**config.mk**
```make
export PLATFORM = sky130hd
export DESIGN_NAME = pingpong_buf
export DESIGN_NICKNAME = d
export VERILOG_FILES = /design/src/rtl/pingpong_pkg.sv /design/src/rtl/pp_bank.sv /design/src/rtl/pingpong_buf.sv
export SDC_FILE = /design/constraint.sdc
export NUM_CORES = 1
export LEC_CHECK = 0
export CORE_MARGIN = 5
export CORE_UTILIZATION = 40
export CTS_CLUSTER_DIAMETER = 150
export DETAILED_ROUTE_END_ITERATION = 12
export GPL_TIMING_DRIVEN = 0
export PLACE_DENSITY = 0.54
export SYNTH_ARGS = -nofsm -noshare
export SYNTH_HDL_FRONTEND = slang
export SYNTH_HIERARCHICAL = 1
export SYNTH_SLANG_ARGS = --single-unit
```
**constraint.sdc**
```tcl
create_clock -name clk -period 2.7 [get_ports clk]
set_input_delay 0.405 -clock clk [delete_from_list [all_inputs] [get_ports clk]]
set_output_delay 0.405 -clock clk [all_outputs]
set_load 0.05 [all_outputs]
```
**src/rtl/pingpong_pkg.sv**
```systemverilog
// pingpong_pkg: shared bank types, bank-state constants and width helpers for the ping-pong buffer
package pingpong_pkg;
    typedef logic bank_t;
    localparam logic EMPTY = 1'b0;
    localparam logic FULL  = 1'b1;
    function automatic int addr_w(input int depth);
        return $clog2(depth);
    endfunction
    function automatic int cnt_w(input int depth);
        return $clog2(depth) + 1;
    endfunction
endpackage

```
**src/rtl/pp_bank.sv**
```systemverilog
// pp_bank: DEPTH x WIDTH storage bank with one write port and a registered, enabled read port
module pp_bank import pingpong_pkg::*; #(
    parameter int WIDTH = 16,
    parameter int DEPTH = 16,
    localparam int AW = addr_w(DEPTH)
) (
    input  logic             clk,
    input  logic             rst,
    input  logic             we,
    input  logic [AW-1:0]    waddr,
    input  logic [WIDTH-1:0] wdata,
    input  logic             re,
    input  logic [AW-1:0]    raddr,
    output logic [WIDTH-1:0] rdata
);
    logic [WIDTH-1:0] mem [DEPTH];
    always_ff @(posedge clk) begin
        if (we) mem[waddr] <= wdata;
    end
    always_ff @(posedge clk) begin
        if (rst) rdata <= '0;
        else if (re) rdata <= mem[raddr];
    end
endmodule

```
**src/rtl/pingpong_buf.sv**
```systemverilog
// pingpong_buf: two-bank ping-pong buffer feeding a 2:1 word mux; producer fills one bank while the consumer drains the other
module pingpong_buf import pingpong_pkg::*; #(
    parameter int WIDTH = 16,
    parameter int DEPTH = 16,
    localparam int AW = addr_w(DEPTH)
) (
    input  logic             clk,
    input  logic             rst,
    input  logic             wr_valid,
    input  logic [WIDTH-1:0] wr_data,
    input  logic             wr_last,
    output logic             wr_ready,
    output logic             rd_avail,
    output logic [AW:0]      rd_count,
    input  logic             rd_en,
    output logic [WIDTH-1:0] bank0_rdata,
    output logic [WIDTH-1:0] bank1_rdata,
    output logic             rd_sel,
    output logic             rd_data_valid,
    output logic             rd_last
);
    bank_t            wr_bank, rd_bank;
    logic [AW-1:0]    wr_addr, rd_addr;
    logic [1:0]       full;
    logic [AW:0]      cnt [2];
    logic [WIDTH-1:0] rdata [2];
    logic             wr_acc, rd_acc, wr_close, rd_end;
    always_comb begin
        wr_ready = full[wr_bank] == EMPTY;
        rd_avail = full[rd_bank] == FULL;
        rd_count = cnt[rd_bank];
        wr_acc   = wr_valid && wr_ready;
        rd_acc   = rd_en && rd_avail;
        wr_close = wr_last || wr_addr == AW'(DEPTH - 1);
        rd_end   = {1'b0, rd_addr} == cnt[rd_bank] - (AW + 1)'(1);
    end
    // a write and a read never target the same bank, so both full-flag updates can land together
    always_ff @(posedge clk) begin
        if (rst) begin
            wr_bank       <= 1'b0;
            rd_bank       <= 1'b0;
            wr_addr       <= '0;
            rd_addr       <= '0;
            full          <= '0;
            cnt[0]        <= '0;
            cnt[1]        <= '0;
            rd_sel        <= 1'b0;
            rd_data_valid <= 1'b0;
            rd_last       <= 1'b0;
        end else begin
            if (wr_acc) begin
                if (wr_close) begin
                    full[wr_bank] <= FULL;
                    cnt[wr_bank]  <= {1'b0, wr_addr} + (AW + 1)'(1);
                    wr_addr       <= '0;
                    wr_bank       <= ~wr_bank;
                end else begin
                    wr_addr <= wr_addr + AW'(1);
                end
            end
            if (rd_acc) begin
                if (rd_end) begin
                    full[rd_bank] <= EMPTY;
                    rd_addr       <= '0;
                    rd_bank       <= ~rd_bank;
                end else begin
                    rd_addr <= rd_addr + AW'(1);
                end
                rd_sel <= rd_bank;
            end
            rd_data_valid <= rd_acc;
            rd_last       <= rd_acc && rd_end;
        end
    end
    for (genvar b = 0; b < 2; b++) begin : g_bank
        pp_bank #(.WIDTH(WIDTH), .DEPTH(DEPTH)) u_bank (
            .clk  (clk),
            .rst  (rst),
            .we   (wr_acc && wr_bank == bank_t'(b)),
            .waddr(wr_addr),
            .wdata(wr_data),
            .re   (rd_acc && rd_bank == bank_t'(b)),
            .raddr(rd_addr),
            .rdata(rdata[b])
        );
    end
    assign bank0_rdata = rdata[0];
    assign bank1_rdata = rdata[1];
endmodule

```
Yosys cells after proc, flatten, opt, wreduce, memory -nomap -nowiden
Memory sizes are Yosys's and may differ from the RTL's. A register that Yosys moved wholly into a read port is not among the register bits.
Cells that the tools add are included.
W data, S select, Z words.
Storage, ports and cells
  bits in registers: 15
  bits in writable memories: 522
  input port bits: 21
  memories: 3
Memories
  g_bank[0].u_bank.mem: depth 16, width 16, rd ports 1, clocked after memory_dff 1, write ports 1, RTL line pp_bank.sv:16  | logic [WIDTH-1:0] mem [DEPTH];
  g_bank[1].u_bank.mem: depth 16, width 16, rd ports 1, clocked after memory_dff 1, write ports 1, RTL line pp_bank.sv:16
  cnt: depth 2, width 5, rd ports 1, clocked after memory_dff 1, write ports 2, RTL line pingpong_buf.sv:25  | logic [AW:0] cnt [2];
Operators by class
  eq/ne operators: 2
  add/sub/neg operators: 4
  mux-type cells: 30
  reduce and logical (&&, ||, !) cells: 13
  order comparisons: 4
  bitwise gates (word level): 6
Operators by type and width (number)
  $mux W1: 20
  $mux W2: 5
  $logic_and A1 B1 Y1: 9
  $add A4 B1 Y4 const B: 2
  $mux W4: 2
  $add A4 B1 Y5 const B: 1
  $eq A4 B5 Y1: 1
  $mux W5: 1
  $reduce_or A5 Y1: 1
  $sub A5 B1 Y5 const B: 1
  $eq A4 B4 Y1 const B: 1
  $lt A1 B2 Y1 const B: 2
  $reduce_and A2 Y1: 2
  $not A1 Y1: 3
  $and A2 B2 Y2: 1
  $demux W1 S1: 2
  $ge A1 B1 Y1 const B: 2
  $not A2 Y2: 1
  $or A2 B2 Y2: 1
  $logic_or A1 B1 Y1: 1

Depth between registers and ports, before layout
  word-level depth: 11
  mapped depth: 8
  depth with buffers taken out: 7

Hierarchy
Netlist, hierarchy kept.
By module, submodules not included
  pp_bank (g_bank[1].u_bank): cells an instance 606, times used 1, area an instance 10545.1 um^2
  pp_bank (g_bank[0].u_bank): cells an instance 606, times used 1, area an instance 10543.9 um^2
  pingpong_buf: cells an instance 136, times used 1, area an instance 1392.6 um^2

Worst setup path before layout
Ideal clock, no wire load.
  path type: register to register
  start: register wr_bank
  end: memory g_bank[0].u_bank.mem[0][0], enable pin
  slack: -144 ps
  arrival: 2435 ps
  cell stages (with the launch flop): 5
  clock period less this slack: 2844 ps
  library setup time: 409 ps
  data required time: 2291 ps
  cells stage by stage: dfxtp_1 > clkbuf_1 > nor3b_1 > or3b_2 > nor3_1
On the way
  longest elaborated chain between the ends: 7
Ends and longest elaborated chain
  start, declared: RTL line pingpong_buf.sv:22  | bank_t wr_bank, rd_bank;
  start signal, assigned: RTL line pingpong_buf.sv:56  | wr_bank <= ~wr_bank;
  $mux W1 (implied by the code) (2 in series): RTL line pingpong_buf.sv:29  | wr_ready = full[wr_bank] == EMPTY;
  $not A1 Y1: RTL line pingpong_buf.sv:29
  $logic_and A1 B1 Y1: RTL line pingpong_buf.sv:32  | wr_acc = wr_valid && wr_ready;
  $logic_and A1 B1 Y1 (*): RTL line pingpong_buf.sv:79  | .we (wr_acc && wr_bank == bank_t'(b)),
  $mux W1 (*): RTL line pp_bank.sv:18  | if (we) mem[waddr] <= wdata;
  $mux W1 (implied by the code) (*): RTL line pp_bank.sv:18
  end, declared: RTL line pp_bank.sv:16
Mark *: on every way between the ends. The rest lies on a longest branch, timed or not. The select of a mux whose other input is x is not followed.

Final worst setup path
  start: register wr_bank
  end: memory g_bank[1].u_bank.mem[2][7], enable pin
On the way
  longest elaborated chain between the ends: 7
Ends and longest elaborated chain (RTL line)
  $mux W1 (implied by the code) (2 in series): pingpong_buf.sv:29
  $not A1 Y1: pingpong_buf.sv:29
  $logic_and A1 B1 Y1: pingpong_buf.sv:32
  $logic_and A1 B1 Y1 (*): pingpong_buf.sv:79
  $mux W1 (*): pp_bank.sv:18
  $mux W1 (implied by the code) (*): pp_bank.sv:18
  end, declared: pp_bank.sv:16
Marks and branches as above.

==> impl_metrics.tcl <==
set metrics [dict create \
    vias 12100 \
    htreeDepth 2 \
    viasPerCell 5.27 \
    rsz0062_at_grt "true" \
    grt_max_degree 33 \
    avgSynthCellArea_um2 16.7 \
    cts.hold.buffers_added 0 \
    synth_common_cells "edfxtp_1, mux2i_1, nand3_1" \
    drtAntennaViolNets 0 \
    cpPeakStageDelay_ps 750 \
    synth_edf_count 522 \
    design.portCount 63 \
    track_usage_pct 17.6 \
    dpl-instance-area_mm2 0.0244 \
    hold_class "in2reg" \
    clkSinkCount 570 \
    cell_internal_pwr_mw 14.4 \
    clock_latency_ps 600 \
    dieArea_mm2 0.0610 \
    synth_top_area_cell "edfxtp_1" \
    critical_path_arrival_ps 2860 \
    hold_viol 0 \
    slew-limit-headroom_pct 8.25 \
    cp.required_ps 2920 \
    synth.area.top_cells "edfxtp_1, mux2i_1, dfxtp_1" \
    yosysWarningCount 6 \
    setup_viol 0 \
    yosysUniqueCellTypes 51 \
    worst-path-buf-inv 1 \
    cp-end-kind "flip-flop" \
    fmax_mhz 379 \
    dp_hpwl_um 35000 \
    pre_cts_ws_ps -1020 \
    worst_pin_slew_ps 1370 \
    path_clk_slew_ps 60 \
    overflow 0 \
    dr.pass1.iters 5 \
    synthCells 1348 \
    p_switching_mw 3.69 \
    grt_pass1_vias 12300 \
    antenna_found_initial 0 \
    final-max-slew-violation-count 0 \
    slowest_stage "nor2_2" \
    clk_path_buf_depth 3 \
    period_share_pct 97.6 \
    layout.cells.non_filler 2293 \
    seq_power_share_pct 53.8 \
    drtIter0Drc 955 \
    fin_crit_ps 2640 \
    power.density_mw_per_mm2 687 \
    syn_to_final_growth_pct 17.1 \
    critPathKind "reg2reg" \
    avgRoutedWirePerCell_um 23.5 \
    cts-root-buf "clkbuf_16" \
    holdWs_ps 402 \
    use_met2_pct 28.8 \
    worstSetupStartpointType "flip-flop" \
    core_mm2 0.0554 \
    fin_skew_ps 12.6 \
    synth.most_common_cell "edfxtp_1" \
    synthFlopType "edfxtp_1" \
    dieHeight_um 247 \
    die_x_um 247 \
    gp_congestion 0.770 \
    gr-usage-met1_pct 24.4 \
    fin_area_mm2 0.0263 \
    clkPwrFrac_pct 43.0 \
    place.port_buffers 62 \
    cts_tree "done" \
    max-cap-violations 0 \
    gr-usage-met3_pct 2.60 \
    p_sw_share_pct 20.4 \
    drive_above_1_share_pct 13.9 \
    setup_slack_ps 64.4 \
    fill_cells 4759 \
    fin_tns_setup_ps 0 \
    yosysSeqAreaShare_pct 74.0 \
    start_util_pct 40.6 \
    worstPathMaxFanout 16 \
    syn-cell-area_mm2 0.0225 \
    cts_buffers 58 \
    synth.top_cell.area_share_pct 69.7 \
    p_leak_nw 8.14 \
    peakVddDrop_v 0.000496 \
    status "finished, final reports clean" \
    synth_fp_nets 1372 \
    async_flop_share_pct 0 \
    ys_ff_latch 570 \
    nets 1519 \
    rows 86 \
    drc 0 \
    busiest_layer "met2" \
    crit_chain "clkbuf_1 -> and3b_1 -> or3b_2 -> nor2_2" \
    pwr-share-comb_pct 3.2 \
    grt_first_pass_wirelength_um 79800 \
    wl_um 53900 \
    critPathTopFamily "simple AND/OR/NAND/NOR gates" \
    dp_cells 2181 \
]
[power by group through the flow]
stage,Combinational [mW],Clock [mW],Sequential (mW)
final,0.576,7.78,9.73
after global routing,0.621,8.34,9.73
after CTS,0.588,7.97,9.74
after detailed placement,0.573,0,9.93
after global placement,0.560,0,9.93
after floorplan,0.225,0,9.94
[cells by family after synthesis]
logic type | Yosys count | share of synthesized area (%)
xor gates and xnor gates | 8 | 0.345
muxes | 264 | 11.8
DFF | 570 | 74.0
and+or+nand+nor | 278 | 6.16
adders and majority gates | 3 | 0.167
buffers and inverters | 74 | 2.80
AOI/OAI and AO/OA | 151 | 4.71
[routing by layer]
metal / wire length [um] / vias to the layer above
li1: - / 5574
met1: 24000 / 6152
met2: 26000 / 272
met3: 2310 / 86
met4: 1660 / 0
met5: 0 / -
[repair_timing]
action,CTS,global route
pin swaps,1,0
setup buffers,2,0
gates resized for setup,10,3
endpoints found under the setup margin,112,38
[metrics by stage]
step | total power, mW | utilization, %
CTS | 18.3 | 47.5
detailed placement | 10.5 | 44.1
finish | 18.1 | 47.5
floorplan | 10.2 | -
global placement | 10.5 | 43.4
global route | 18.7 | 47.5
[cell type report]
type / instances / area (um2) / area share (%)
clock inverter: 16 / 150 / 0.570
inverter: 5 / 18.8 / 0.0713
multi-input combinational: 704 / 5350 / 20.3
buffer: 69 / 611 / 2.32
clock buffer: 92 / 1690 / 6.43
timing repair buffer: 87 / 912 / 3.47
sequential: 570 / 16600 / 63.2
tap: 748 / 936 / 3.56
antenna: 2 / 5.00 / 0.0190
[worst paths after layout]
| kind | from | endpoint | slack, ps | cells past startpoint |
|---|---|---|---|---|
| max reg2reg | wr_bank | g_bank[1].u_bank/mem[2][7] | 60 | 4 |
| min reg2reg | g_bank[0].u_bank/rdata[8] | g_bank[0].u_bank/rdata[8] | 450 | 2 |
| min | wr_data[2] | g_bank[0].u_bank/mem[15][2] | 400 | 1 |
| max | wr_bank | g_bank[1].u_bank/mem[2][7] | 60 | 4 |
[flip-flops by register name, summed over array words and instances (netlist names), named ones only]
signal,cells
g_bank.u_bank/rdata,32
wr_bank,1
rd_addr,4
rd_bank,1
wr_addr,4
full,2
rd_sel,1
g_bank.u_bank/mem,512
rd_last,1
cnt,10
rd_data_valid,1
[layout by cell type, fill, tap and decap left out, types with 7 or more instances in the layout]
master           count
nand3_1            102
clkbuf_16           61
clkbuf_1            47
buf_12              11
dfxtp_1             46
a22oi_1             97
buf_8               25
mux2i_1            260
nand2b_1             7
clkinv_2             9
clkdlybuf4s50_1     48
edfxtp_1           522
nand2_1             70
nand3b_1            10
buf_2               31
a21oi_1             36
buf_6               15
nor2_1              25
nor2_2              20
(Power assumes the default switching activity.)
